File: src/rtl/pkt_tx_arbiter_if.sv
// rtl/pkt_tx_arbiter_if.sv - FIFO read sides and transmit stream of the packet arbiter
interface pkt_tx_arbiter_if;
   logic       p0_avail;
   logic       p0_empty;
   logic [7:0] p0_data;
   logic       p0_er;
   logic       p0_last;
   logic       p0_rd_en;
   logic       p1_avail;
   logic       p1_empty;
   logic [7:0] p1_data;
   logic       p1_er;
   logic       p1_last;
   logic       p1_rd_en;
   logic [7:0] tx_data;
   logic       tx_en;
   logic       tx_er;
   logic       grant;
   logic       busy;
   logic       underrun;
   logic       jabber;

   // arbiter side: consumes both FIFOs, drives the shared transmit stream
   modport master (
      input  p0_avail, p0_empty, p0_data, p0_er, p0_last,
      input  p1_avail, p1_empty, p1_data, p1_er, p1_last,
      output p0_rd_en, p1_rd_en,
      output tx_data, tx_en, tx_er, grant, busy, underrun, jabber
   );

   // environment side: the per-port FIFOs and the PHY
   modport slave (
      output p0_avail, p0_empty, p0_data, p0_er, p0_last,
      output p1_avail, p1_empty, p1_data, p1_er, p1_last,
      input  p0_rd_en, p1_rd_en,
      input  tx_data, tx_en, tx_er, grant, busy, underrun, jabber
   );
endinterface

File: src/rtl/pkt_tx_arbiter.sv
// rtl/pkt_tx_arbiter.sv - two-port packet round-robin arbiter onto a GMII-style byte stream
module pkt_tx_arbiter #(
   parameter int IFG     = 12,
   parameter int MAX_LEN = 1522,
   parameter int CNT_W   = 11
) (
   input  logic              clk,
   input  logic              rst,
   pkt_tx_arbiter_if.master  bus
);

   localparam int GAP_W = (IFG > 2) ? $clog2(IFG) : 1;
   localparam logic [CNT_W-1:0] MAX_CNT  = CNT_W'(MAX_LEN);
   localparam logic [CNT_W-1:0] CNT_SAT  = '1;
   localparam logic [GAP_W-1:0] GAP_INIT = GAP_W'(IFG - 2);

   typedef enum logic [1:0] {
      ST_IDLE,
      ST_SEND,
      ST_GAP
   } state_t;

   state_t           state;
   logic [CNT_W-1:0] byte_cnt;
   logic [GAP_W-1:0] gap_cnt;
   logic             jab_done;
   logic [7:0]       tx_data_q;
   logic             tx_en_q;
   logic             tx_er_q;
   logic             grant_q;
   logic             busy_q;
   logic             underrun_q;
   logic             jabber_q;

   logic             head_empty;
   logic [7:0]       head_data;
   logic             head_er;
   logic             head_last;
   logic             pop;

   // present the FWFT head of whichever port currently owns the stream
   always_comb begin
      head_empty = bus.p0_empty;
      head_data  = bus.p0_data;
      head_er    = bus.p0_er;
      head_last  = bus.p0_last;
      if (grant_q) begin
         head_empty = bus.p1_empty;
         head_data  = bus.p1_data;
         head_er    = bus.p1_er;
         head_last  = bus.p1_last;
      end
   end

   // pop whenever the owning FIFO has a byte; reset kills the pop in the same cycle
   assign pop          = (state == ST_SEND) && !head_empty && !rst;
   assign bus.p0_rd_en = pop && !grant_q;
   assign bus.p1_rd_en = pop &&  grant_q;

   assign bus.tx_data  = tx_data_q;
   assign bus.tx_en    = tx_en_q;
   assign bus.tx_er    = tx_er_q;
   assign bus.grant    = grant_q;
   assign bus.busy     = busy_q;
   assign bus.underrun = underrun_q;
   assign bus.jabber   = jabber_q;

   // packet FSM: arbitrate in IDLE, stream one whole packet in SEND, hold the line quiet in GAP
   always_ff @(posedge clk) begin
      if (rst) begin
         state      <= ST_IDLE;
         byte_cnt   <= '0;
         gap_cnt    <= '0;
         jab_done   <= 1'b0;
         tx_data_q  <= 8'h00;
         tx_en_q    <= 1'b0;
         tx_er_q    <= 1'b0;
         grant_q    <= 1'b1;
         busy_q     <= 1'b0;
         underrun_q <= 1'b0;
         jabber_q   <= 1'b0;
      end else begin
         underrun_q <= 1'b0;
         jabber_q   <= 1'b0;
         case (state)
            ST_IDLE: begin
               tx_en_q   <= 1'b0;
               tx_er_q   <= 1'b0;
               tx_data_q <= 8'h00;
               byte_cnt  <= '0;
               jab_done  <= 1'b0;
               if (bus.p0_avail && bus.p1_avail) begin
                  grant_q <= ~grant_q;
               end else if (bus.p0_avail) begin
                  grant_q <= 1'b0;
               end else if (bus.p1_avail) begin
                  grant_q <= 1'b1;
               end
               if (bus.p0_avail || bus.p1_avail) begin
                  state  <= ST_SEND;
                  busy_q <= 1'b1;
               end
            end
            ST_SEND: begin
               tx_en_q <= 1'b1;
               if (pop) begin
                  tx_data_q <= head_data;
                  tx_er_q   <= head_er | (byte_cnt >= MAX_CNT);
                  if (byte_cnt != CNT_SAT) begin
                     byte_cnt <= byte_cnt + 1'b1;
                  end
                  if ((byte_cnt == MAX_CNT) && !jab_done) begin
                     jabber_q <= 1'b1;
                     jab_done <= 1'b1;
                  end
                  if (head_last) begin
                     state   <= ST_GAP;
                     gap_cnt <= GAP_INIT;
                  end
               end else begin
                  tx_data_q  <= 8'h00;
                  tx_er_q    <= 1'b1;
                  underrun_q <= 1'b1;
               end
            end
            ST_GAP: begin
               tx_en_q   <= 1'b0;
               tx_er_q   <= 1'b0;
               tx_data_q <= 8'h00;
               if (gap_cnt == '0) begin
                  state  <= ST_IDLE;
                  busy_q <= 1'b0;
               end else begin
                  gap_cnt <= gap_cnt - 1'b1;
               end
            end
            default: begin
               state  <= ST_IDLE;
               busy_q <= 1'b0;
            end
         endcase
      end
   end

endmodule

File: src/flat_wrapper.sv
// flat-port wrapper written by rule: the top's interface ports become plain ports
module pkt_tx_arbiter_flat 
#(
   parameter int IFG     = 12,
   parameter int MAX_LEN = 1522,
   parameter int CNT_W   = 11
)
  (clk, rst, bus_p0_avail, bus_p0_empty, bus_p0_data, bus_p0_er, bus_p0_last, bus_p1_avail, bus_p1_empty, bus_p1_data, bus_p1_er, bus_p1_last, bus_p0_rd_en, bus_p1_rd_en, bus_tx_data, bus_tx_en, bus_tx_er, bus_grant, bus_busy, bus_underrun, bus_jabber);
  pkt_tx_arbiter_if bus_i ();
  input  logic clk;
  input  logic rst;
  input wire logic [$bits(bus_i.p0_avail)-1:0] bus_p0_avail;
  input wire logic [$bits(bus_i.p0_empty)-1:0] bus_p0_empty;
  input wire logic [$bits(bus_i.p0_data)-1:0] bus_p0_data;
  input wire logic [$bits(bus_i.p0_er)-1:0] bus_p0_er;
  input wire logic [$bits(bus_i.p0_last)-1:0] bus_p0_last;
  input wire logic [$bits(bus_i.p1_avail)-1:0] bus_p1_avail;
  input wire logic [$bits(bus_i.p1_empty)-1:0] bus_p1_empty;
  input wire logic [$bits(bus_i.p1_data)-1:0] bus_p1_data;
  input wire logic [$bits(bus_i.p1_er)-1:0] bus_p1_er;
  input wire logic [$bits(bus_i.p1_last)-1:0] bus_p1_last;
  output wire logic [$bits(bus_i.p0_rd_en)-1:0] bus_p0_rd_en;
  output wire logic [$bits(bus_i.p1_rd_en)-1:0] bus_p1_rd_en;
  output wire logic [$bits(bus_i.tx_data)-1:0] bus_tx_data;
  output wire logic [$bits(bus_i.tx_en)-1:0] bus_tx_en;
  output wire logic [$bits(bus_i.tx_er)-1:0] bus_tx_er;
  output wire logic [$bits(bus_i.grant)-1:0] bus_grant;
  output wire logic [$bits(bus_i.busy)-1:0] bus_busy;
  output wire logic [$bits(bus_i.underrun)-1:0] bus_underrun;
  output wire logic [$bits(bus_i.jabber)-1:0] bus_jabber;
  assign bus_i.p0_avail = bus_p0_avail;
  assign bus_i.p0_empty = bus_p0_empty;
  assign bus_i.p0_data = bus_p0_data;
  assign bus_i.p0_er = bus_p0_er;
  assign bus_i.p0_last = bus_p0_last;
  assign bus_i.p1_avail = bus_p1_avail;
  assign bus_i.p1_empty = bus_p1_empty;
  assign bus_i.p1_data = bus_p1_data;
  assign bus_i.p1_er = bus_p1_er;
  assign bus_i.p1_last = bus_p1_last;
  assign bus_p0_rd_en = bus_i.p0_rd_en;
  assign bus_p1_rd_en = bus_i.p1_rd_en;
  assign bus_tx_data = bus_i.tx_data;
  assign bus_tx_en = bus_i.tx_en;
  assign bus_tx_er = bus_i.tx_er;
  assign bus_grant = bus_i.grant;
  assign bus_busy = bus_i.busy;
  assign bus_underrun = bus_i.underrun;
  assign bus_jabber = bus_i.jabber;
  pkt_tx_arbiter #(.IFG(IFG), .MAX_LEN(MAX_LEN), .CNT_W(CNT_W)) u_core (.clk(clk), .rst(rst), .bus(bus_i));
endmodule
File: config.mk
export PLATFORM = sky130hd
export DESIGN_NAME = pkt_tx_arbiter_flat
export DESIGN_NICKNAME = d
export VERILOG_FILES = /design/src/rtl/pkt_tx_arbiter_if.sv /design/src/rtl/pkt_tx_arbiter.sv /design/src/flat_wrapper.sv
export SDC_FILE = /design/constraint.sdc
export NUM_CORES = 1
export LEC_CHECK = 0
export BUFFER_PORTS_ARGS = -buffer_cell sky130_fd_sc_hd__buf_2
export CAP_MARGIN = 20
export CORE_MARGIN = 2
export CORE_UTILIZATION = 34
export CTS_CLUSTER_SIZE = 20
export DETAILED_ROUTE_END_ITERATION = 10
export GPL_TIMING_DRIVEN = 0
export SETUP_SLACK_MARGIN = 0.5
export SYNTH_ARGS = -nofsm -noshare
export SYNTH_HDL_FRONTEND = slang
export SYNTH_SLANG_ARGS = --single-unit
export TNS_END_PERCENT = 10
File: constraint.sdc
create_clock -name clk -period 2.06 [get_ports clk]
set_input_delay 0.412 -clock clk [delete_from_list [all_inputs] [get_ports clk]]
set_output_delay 0.412 -clock clk [all_outputs]
set_load 0.03 [all_outputs]
==> run_results.csv, run 1 <==
group,metric,value,unit
run_status,status,"completed",
routing,drt_first_pass_iters,4,
logic_synthesis,syn-num-nets,225,
final_layout,area_growth,34.40,%
setup_path,crit_chain,"buf_6, or3b_4, clkbuf_8, nor3_4, buf_6",
floorplan,die_y,74.46,um
final_layout,drive_gt1_share,33.33,%
clock_network,cts_tree,"yes",
logic_synthesis,synth_top_cell_by_area,"dfxtp_1",
timing,final-max-slew-violation-count,0,
clock_network,clock-sinks,32,
timing,period_minus_slack,1.873,ns
timing,clock-skew-final,0.005741,ns
place,port_buffers,41,
logic_synthesis,syn_inst,195,
global_routing,met2_usage,22.52,%
logic_synthesis,synth_ff_type,"dfxtp_1",
logic_synthesis,synthTopCellsByCount,"32 x dfxtp_1, 16 x nor3_1, 14 x o31ai_1",
clock_network,clockBufferDepth,2,
floorplan,start_util,35.50,%
global_routing,grtUsageMet3,3.659,%
routing,vias,1661,
logic_synthesis,synth_top_area_share,37.95,%
global_routing,busiest_layer,"met2",
logic_synthesis,synth_area_per_cell,8.656,um^2
setup_path,crit_path_start_kind,"register",
routing,drtIter0Drc,129,
floorplan,die_w,74.46,um
place,place_worst_setup_slack,0.1960,ns
global_routing,antenna_found_initial,0,
timing,rsz0062_at_grt,"true",
clock_network,clk_pin_slew_worst_paths,0.07,ns
setup_path,critical-path-top-delay-family,"simple AND/OR/NAND/NOR gates",
logic_synthesis,ys_ff_latch,32,
logic_synthesis,async_flop_share,0,%
global_routing,use_met1,21.27,%
setup_path,required,1.65,ns
logic_synthesis,ys.warnings.count,0,
clock_network,worst_skew_pair.late_latency,0.28,ns
logic_synthesis,ys_types,44,
routing,drc_errors,0,
logic_synthesis,ys_seq_area_share,37.95,%
logic_synthesis,syn-cell-area,1688,um^2
setup_path,cp_common_cell,"buf_6",
setup_path,worstSetupEndpointType,"output port",
timing,final.setup.worst_slack,0.1873,ns
setup_path,slowest_delay,0.36,ns
place,gp_congestion,0.7710,
floorplan,core_area,4755,um^2
timing,setup_viol,0,
timing,worst_pin_slew,0.4909,ns
floorplan,die_area,5544,um^2
setup_path,cp_data_arrival_time,1.46,ns
setup_path,worst-path-buf-inv,3,
routing,ant_nets,0,
floorplan,rows,25,
setup_path,worst-setup-path-type,"reg2out",
power,power,1.479,mW
min_path,hp-class,"in2reg",
power,ir_drop,0.2384,mV
clock_network,numCtsBuffers,5,
logic_synthesis,synth_edf_count,0,
logic_synthesis,yosys-top-cells-area,"dfxtp_1 38%, o31ai_1 6.2%, nor3_1 4.7%",
routing,wirelength,4183,um
timing,final.setup.tns,0,ns
clock_network,cts-root-buf,"clkbuf_8",
floorplan,io_pins,42,
timing,fin_crit_sh,90.91,%
clock_network,postCtsHoldBufs,0,
timing,fmax,0.5340,GHz
timing,hold_viol_final,0,
power,power_density,651.8,nW/um^2
timing,relSlewSlack,67.28,%
global_routing,grt_max_degree,11,
clock_network,htreeDepth,2,
routing,wire_per_inst,12.99,um
final_layout,final_core_util,47.71,%
final_layout,nets,285,
place,post-place-cells,303,
logic_synthesis,yosysMostFrequentCell,"dfxtp_1",
final_layout,diodes,0,
place,dp_hpwl,2961,um
global_routing,grt_usage,15.53,%
global_routing,grt_pass1_wl,6541,um
final_layout,final.fill_count,489,
power,p_leak,0.9294,nW
final_layout,final_cell_count_no_fill,322,
setup_path,worst-path-max-fanout,2,
routing,via_per_inst,5.158,
setup_path,slowest_stage,"or3b_4",
global_routing,grt_pass1_vias,1423,
global_routing,gr-total-overflow,0,
run,cap_violations,0,
[worst paths after layout]
| check | from | end | slack [ns] | cells after the start |
|---|---|---|---|---|
| setup / recovery | u_core.state[1]$_SDFFE_PP0P_ | bus_p0_rd_en | 0.19 | 5 |
| hold / removal | bus_p1_data[5] | u_core.bus.tx_data[5]$_SDFFE_PP0P_ | 0.42 | 3 |
| setup reg to reg | u_core.state[1]$_SDFFE_PP0P_ | u_core.gap_cnt[2]$_SDFFE_PP0P_ | 0.24 | 7 |
| hold reg to reg | u_core.jab_done$_SDFFE_PP0P_ | u_core.bus.jabber$_SDFF_PP0_ | 0.44 | 1 |
[worst reg2reg max path, stage by stage, from the launching register on]
cell     delay [ns]
dfxtp_2        0.31
buf_6          0.11
buf_4          0.15
buf_4          0.15
or4_1          0.56
o21ai_0        0.20
or4_1          0.17
a21oi_1        0.06
[repair_timing]
action	4_1_cts	5_1_grt
buffers inserted	5	7
setup endpoints to repair	19	23
pin swaps	2	2
resized for setup	5	15
[metal layers]
layer  share of wire (%)  routed length (um)
met5                   0                   0
met4                 1.8                  74
met3                 4.2                 175
met2                  45                1891
met1                  49                2042
[final cells by class]
class	instances	area (um^2)	area share, %
Sequential cell	32	646.9	28.52
Multi-Input combinational cell	140	998.5	44.02
Buffer	13	93.84	4.137
Tap cell	67	83.83	3.696
Timing Repair Buffer	53	311.5	13.73
Inverter	10	37.54	1.655
Clock buffer	7	96.34	4.247
[cell usage in the layout, fill, tap and decap left out, drive strengths merged, types with 6 or more instances in the layout]
cell type / instances
dfxtp: 32
nand2: 8
nand3: 6
nor2b: 10
o31ai: 14
nor3: 16
o21ai: 6
a21oi: 10
clkbuf: 15
a221oi: 8
nor2: 9
buf: 58
inv: 10
[power by group]
| group | internal, mW | switching [mW] | total (mW) |
|---|---|---|---|
| combinational | 0.136 | 0.162 | 0.299 |
| sequential | 0.644 | 0.0147 | 0.658 |
| clock | 0.297 | 0.224 | 0.522 |
[kinds of logic (layout without fill, tap and decap cells)]
family,after synthesis,in the layout,share of synthesized area [%]
compound gates,57,57,24.24
fa+ha+maj,4,4,2.965
buf+inv,23,83,6.005
flops,32,32,37.95
mux,4,4,3.262
simple gates,75,75,25.57
[flip-flops by register name, indices dropped and copies added (netlist names)]
signal and count:
u_core.bus.busy 1, u_core.bus.grant 1, u_core.bus.jabber 1, u_core.bus.tx_data 8, u_core.bus.tx_en 1, u_core.bus.tx_er 1
u_core.bus.underrun 1, u_core.byte_cnt 11, u_core.gap_cnt 4, u_core.jab_done 1, u_core.state 2
[per-stage QoR]
step,cell area (um^2),hold WS (ns)
finish,2268,0.4191
global route,2268,0.4344
floorplan,1724,0.3983
detailed placement,2013,0.4239
CTS,2161,0.4141
global placement,2013,0.4291
No activity file was read; power rests on OpenSTA's default activity.
==> run 2, diff against run 1 <==
--- a/config.mk
+++ b/config.mk
@@ -12,7 +12,9 @@
 export CTS_CLUSTER_SIZE = 20
 export DETAILED_ROUTE_END_ITERATION = 10
 export GPL_TIMING_DRIVEN = 0
+export RECOVER_POWER = 25
 export SETUP_SLACK_MARGIN = 0.5
+export SLEW_MARGIN = 20
 export SYNTH_ARGS = -nofsm -noshare
 export SYNTH_HDL_FRONTEND = slang
 export SYNTH_SLANG_ARGS = --single-unit
==> constraint.sdc (replaced) <==
create_clock -name clk -period 1.6 [get_ports clk]
set_input_delay 0.32 -clock clk [delete_from_list [all_inputs] [get_ports clk]]
set_output_delay 0.32 -clock clk [all_outputs]
set_load 0.03 [all_outputs]
==> run 2 against run 1 <==
The run now ends with negative setup slack left. First-iteration DRC count is 11% lower. Non-clock buffer count grew 8. Core utilization rose by 6.3 points. Clock power rose by 13%. Sequential share of layout area is 2.7 points lower. Critical path type unchanged. Largest cell class unchanged. Highest routed layer unchanged. Wire length increased by 17%. Cell area rose by 13%. Critical path depth stayed put. Register-to-register slack got worse by 0.27 ns. Via count is 5.3% higher. Global-route usage is 1.5 points higher.
==> run_results.csv, run 2 (synthesis results as in run 1) <==
group,metric,value,unit
timing,final.setup.worst_slack,-0.1916,ns
final_layout,area_growth,52.19,%
clock_network,clk_pin_slew_worst_paths,0.07,ns
global_routing,grt_pass1_vias,1514,
place,dp_hpwl,3051,um
global_routing,antenna_found_initial,0,
routing,wire_per_inst,14.73,um
place,port_buffers,41,
routing,drt_first_pass_iters,4,
setup_path,regToRegSetupSlack,-0.03,ns
global_routing,gr-total-overflow,0,
routing,drtIter0Drc,115,
global_routing,grtUsageMet3,3.930,%
floorplan,rows,25,
global_routing,grt_usage,17.00,%
setup_path,crit_path_start_kind,"register",
floorplan,core_area,4755,um^2
timing,setup_viol,6,
floorplan,die_area,5544,um^2
timing,clock-skew-final,0.01147,ns
clock_network,worst_skew_pair.late_latency,0.28,ns
routing,ant_nets,0,
run_status,violations,"negative setup slack",
clock_network,htreeDepth,2,
clock_network,numCtsBuffers,5,
timing,fin_crit_sh,112.0,%
setup_path,cp_common_cell,"buf_6",
final_layout,drive_gt1_share,48.86,%
clock_network,cts_tree,"yes",
clock_network,clock-sinks,32,
floorplan,io_pins,42,
setup_path,worst-setup-path-type,"reg2out",
power,power_density,743.5,nW/um^2
setup_path,worstSetupEndpointType,"output port",
timing,worst_pin_slew,0.5177,ns
floorplan,die_y,74.46,um
setup_path,required,1.28,ns
routing,vias,1749,
place,place_worst_setup_slack,-0.1794,ns
place,dpl_cell_area,2024,um^2
floorplan,die_w,74.46,um
floorplan,start_util,35.50,%
setup_path,worst-path-max-fanout,2,
final_layout,post-route-cell-area,2569,um^2
routing,drc_errors,0,
routing,via_per_inst,5.284,
final_layout,final_core_util,54.03,%
timing,period_minus_slack,1.792,ns
timing,hold_viol_final,0,
setup_path,cp_data_arrival_time,1.47,ns
final_layout,largest_reg_flops,11,
setup_path,slowest_delay,0.36,ns
power,p_leak,1.007,nW
final_layout,diodes,0,
final_layout,nets,293,
timing,final.setup.tns,-0.2903,ns
final_layout,final_cell_mix,"26 x buf_2, 21 x buf_4, 18 x dfxtp_1",
timing,relSlewSlack,65.36,%
global_routing,met2_usage,27.24,%
global_routing,grt_max_degree,11,
min_path,hp-class,"in2reg",
final_layout,largest_register,"u_core.byte_cnt",
routing,wirelength,4876,um
setup_path,crit_chain,"buf_6, or3b_4, clkbuf_8, nor3_4, buf_6",
final_layout,final_common_cell,"buf_2",
global_routing,use_met1,23.14,%
clock_network,cts-root-buf,"clkbuf_8",
global_routing,busiest_layer,"met2",
run_status,status,"complete, but fails checks",
clock_network,clockBufferDepth,2,
global_routing,grt_pass1_wl,7224,um
timing,fmax,0.5582,GHz
timing,rsz0062_at_grt,"true",
timing,whs,0.3351,ns
setup_path,slowest_stage,"or3b_4",
power,ir_drop,0.3899,mV
run,cap_violations,0,
timing,final-max-slew-violation-count,0,
place,gp_congestion,0.7778,
-- run 2: cell count changes in the layout (fill, tap and decap cells not counted), sizes merged --
cell / delta
buf: +4
clkbuf: +4
clkinv: +1
-- run 2: final cells by class --
| type | instances | area [um^2] |
|---|---|---|
| buffer | 13 | 115.1 |
| clock buffer | 7 | 76.32 |
| clock inverter | 1 | 5.005 |
| fill | 437 | 2186 |
| inverter | 10 | 37.54 |
| multi-input combinational | 140 | 1180 |
| sequential | 32 | 663.1 |
| tap | 67 | 83.83 |
| timing repair buffer | 61 | 407.9 |
-- run 2: worst max-delay path, delay by kind of cell, from the launching register on --
family	cells	cell delay, ns
buffers and inverters	3	0.38
DFF	1	0.34
and+or+nand+nor	2	0.47
-- run 2: worst paths after layout --
path,from,endpoint,cells past startpoint
worst max-delay path,u_core.state[0]$_SDFFE_PP0P_,bus_p0_rd_en,5
worst min-delay path,bus_p0_data[0],u_core.bus.tx_data[0]$_SDFFE_PP0P_,3
worst min register to register,u_core.jab_done$_SDFFE_PP0P_,u_core.bus.jabber$_SDFF_PP0_,1
worst max register to register,u_core.bus.grant$_SDFFE_PP1P_,u_core.gap_cnt[2]$_SDFFE_PP0P_,5
-- run 2: stage by stage --
stage	std cells	power, mW
2_1_floorplan	195	1.098
3_3_place_gp	303	1.198
3_5_place_dp	303	1.199
4_1_cts	330	1.888
5_1_grt	331	2.001
6_report	331	1.910
-- run 2: repair_timing --
item	CTS	global route
gates cloned	1	0
setup buffers	18	1
hold buffers	0	0
pin swaps	26	8
resized for setup	63	43
endpoints found under the setup margin	45	45
-- run 2: power breakdown --
| group | leakage [nW] | switching [mW] | internal, mW | total [mW] |
|---|---|---|---|---|
| clock network | 0.0422 | 0.286 | 0.305 | 0.591 |
| logic | 0.698 | 0.244 | 0.224 | 0.467 |
| registers | 0.266 | 0.0220 | 0.830 | 0.852 |
-- run 2: per-layer routing --
layer  vias up  share of wire, %
met2        33                48
met3         7               3.4
met4         0              0.82
met5         -                 0
li1        874                 -
met1       835                47
==> run 3, diff against run 2 <==
--- a/config.mk
+++ b/config.mk
@@ -5,14 +5,13 @@
 export SDC_FILE = /design/constraint.sdc
 export NUM_CORES = 1
 export LEC_CHECK = 0
-export BUFFER_PORTS_ARGS = -buffer_cell sky130_fd_sc_hd__buf_2
+export BUFFER_PORTS_ARGS = -buffer_cell sky130_fd_sc_hd__buf_4
 export CAP_MARGIN = 20
 export CORE_MARGIN = 2
 export CORE_UTILIZATION = 34
 export CTS_CLUSTER_SIZE = 20
 export DETAILED_ROUTE_END_ITERATION = 10
 export GPL_TIMING_DRIVEN = 0
-export RECOVER_POWER = 25
 export SETUP_SLACK_MARGIN = 0.5
 export SLEW_MARGIN = 20
 export SYNTH_ARGS = -nofsm -noshare
==> run 3 against run 2 <==
The run still ends with negative setup slack left. Count of clock-buffer cells in the layout fell by 1. Combinational power rose by 12%. Non-clock buffer count did not move. Core utilization rose by 4.6 points. Cell area rose by 8.5%. First-iteration DRC count fell by 13%. Setup slack got worse by 0.014 ns. Hold slack improved by 0.0036 ns. Cell count did not move. Clock power rose by 30%. Sequential share of layout area fell by 1.9 points.
==> run_results.csv, run 3 (synthesis results as in run 1) <==
group,metric,value,unit
timing,hold_viol_final,0,
run,cap_violations,0,
timing,rsz0062_at_grt,"true",
clock_network,htreeDepth,2,
floorplan,die_w,74.46,um
power,power_switching,0.5902,mW
final_layout,final_cell_mix,"42 x buf_4, 23 x buf_6, 16 x dfxtp_1",
power,p_leak,1.095,nW
global_routing,antenna_found_initial,0,
global_routing,grt_pass1_vias,1566,
setup_path,cp_data_arrival_time,1.49,ns
floorplan,core_area,4755,um^2
clock_network,clockBufferDepth,2,
place,post-place-cells,303,
timing,final-max-slew-violation-count,0,
final_layout,diodes,0,
final_layout,final_common_cell,"buf_4",
final_layout,nets,293,
timing,fin_crit_sh,112.8,%
clock_network,cts_tree,"yes",
final_layout,area_growth,65.09,%
floorplan,rows,25,
floorplan,die_y,74.46,um
power,ir_drop,0.4587,mV
clock_network,numCtsBuffers,5,
power,clkPwrFrac,35.7,%
global_routing,grt_max_degree,11,
power,p_sw_share,27.47,%
min_path,hp-class,"in2reg",
floorplan,die_area,5544,um^2
power,power,2.148,mW
timing,fmax,0.5539,GHz
power,intPower,1.558,mW
final_layout,final_cell_count_no_fill,331,
routing,ant_nets,0,
timing,clock-skew-final,0.009984,ns
routing,drtIter0Drc,100,
timing,final.setup.worst_slack,-0.2054,ns
final_layout,largest_reg_flops,11,
clock_network,clock-sinks,32,
clock_network,cts-root-buf,"clkbuf_8",
setup_path,worst-path-max-fanout,4,
place,gp_congestion,0.7795,
timing,period_minus_slack,1.805,ns
routing,via_per_inst,5.323,
setup_path,worstSetupEndpointType,"output port",
floorplan,start_util,35.50,%
timing,setup_viol,5,
timing,worst_pin_slew,0.4995,ns
setup_path,worst-setup-path-type,"reg2out",
timing,whs,0.3387,ns
timing,relSlewSlack,66.70,%
place,dp_hpwl,3127,um
global_routing,gr-total-overflow,0,
routing,drc_errors,0,
routing,wirelength,5033,um
place,port_buffers,41,
global_routing,grt_pass1_wl,7465,um
routing,wire_per_inst,15.21,um
clock_network,worst_skew_pair.late_latency,0.29,ns
routing,drt_first_pass_iters,4,
setup_path,required,1.28,ns
global_routing,grt_usage,17.60,%
run_status,status,"complete, but fails checks",
power,power_density,771.0,nW/um^2
final_layout,largest_register,"u_core.byte_cnt",
final_layout,drive_gt1_share,54.55,%
timing,final.setup.tns,-0.4714,ns
run_status,violations,"negative setup slack",
floorplan,io_pins,42,
final_layout,final_core_util,58.61,%
routing,vias,1762,
clock_network,clk_pin_slew_worst_paths,0.08,ns
power,seqPwrFrac,39.9,%
setup_path,crit_path_start_kind,"register",
power,combPwrFrac,24.4,%
-- run 3: cell types whose count changed in the layout (fill, tap and decap cells not counted), sizes merged --
| cell | delta |
|---|---|
| clkbuf | -7 |
| buf | +6 |
| bufinv | +1 |
-- run 3: final timing paths --
check / slack, ns / start / cells past startpoint / end
setup / recovery: -0.21 / u_core.state[1]$_SDFFE_PP0P_ / 5 / bus_p0_rd_en
hold reg to reg: 0.44 / u_core.jab_done$_SDFFE_PP0P_ / 1 / u_core.bus.jabber$_SDFF_PP0_
hold / removal: 0.34 / bus_p0_data[4] / 3 / u_core.bus.tx_data[4]$_SDFFE_PP0P_
setup reg to reg: -0.10 / u_core.state[1]$_SDFFE_PP0P_ / 7 / u_core.gap_cnt[2]$_SDFFE_PP0P_
-- run 3: what timing repair did --
item	in CTS	in global routing
resized for setup	60	45
endpoints found under the setup margin	44	44
hold buffers	0	0
buffers inserted	14	6
pin swaps	28	14
-- run 3: per-layer routing --
metal | GRT usage [%] | vias to the layer above | share of wire [%]
li1 | - | 865 | -
met1 | 22.67 | 844 | 43
met2 | 29.60 | 45 | 52
met3 | 4.065 | 8 | 3.5
met4 | 4.762 | 0 | 1.4
met5 | 0 | - | 0
-- run 3: final cells by class --
cell class | instances | area (um^2)
Tap cell | 67 | 83.83
Timing Repair Buffer | 61 | 533.0
Multi-Input combinational cell | 140 | 1232
Clock buffer | 6 | 72.57
Inverter | 10 | 40.04
Clock inverter | 2 | 35.03
Buffer | 13 | 123.9
Fill cell | 429 | 1968
Sequential cell | 32 | 665.6
-- run 3: stage by stage --
stage	setup slack, ns	area [um^2]
global placement	-0.1841	2127
finish	-0.2054	2786
floorplan	0.01756	1735
CTS	-0.2127	2561
global route	-0.2488	2786
detailed placement	-0.1968	2127
-- run 3: critical path: stages (launching register included) --
cell and delay, ns:
dfxtp_2 0.32, buf_6 0.11, or3b_4 0.37, buf_8 0.13, nor3_4 0.11, buf_6 0.15
-- run 3: power by group through the flow --
stage	Clock, mW	Combinational, mW	Sequential, mW
2_1_floorplan	0	0.200	0.897
3_3_place_gp	0	0.367	0.864
3_5_place_dp	0	0.366	0.865
4_1_cts	0.785	0.455	0.853
5_1_grt	0.827	0.557	0.859
6_report	0.766	0.525	0.857
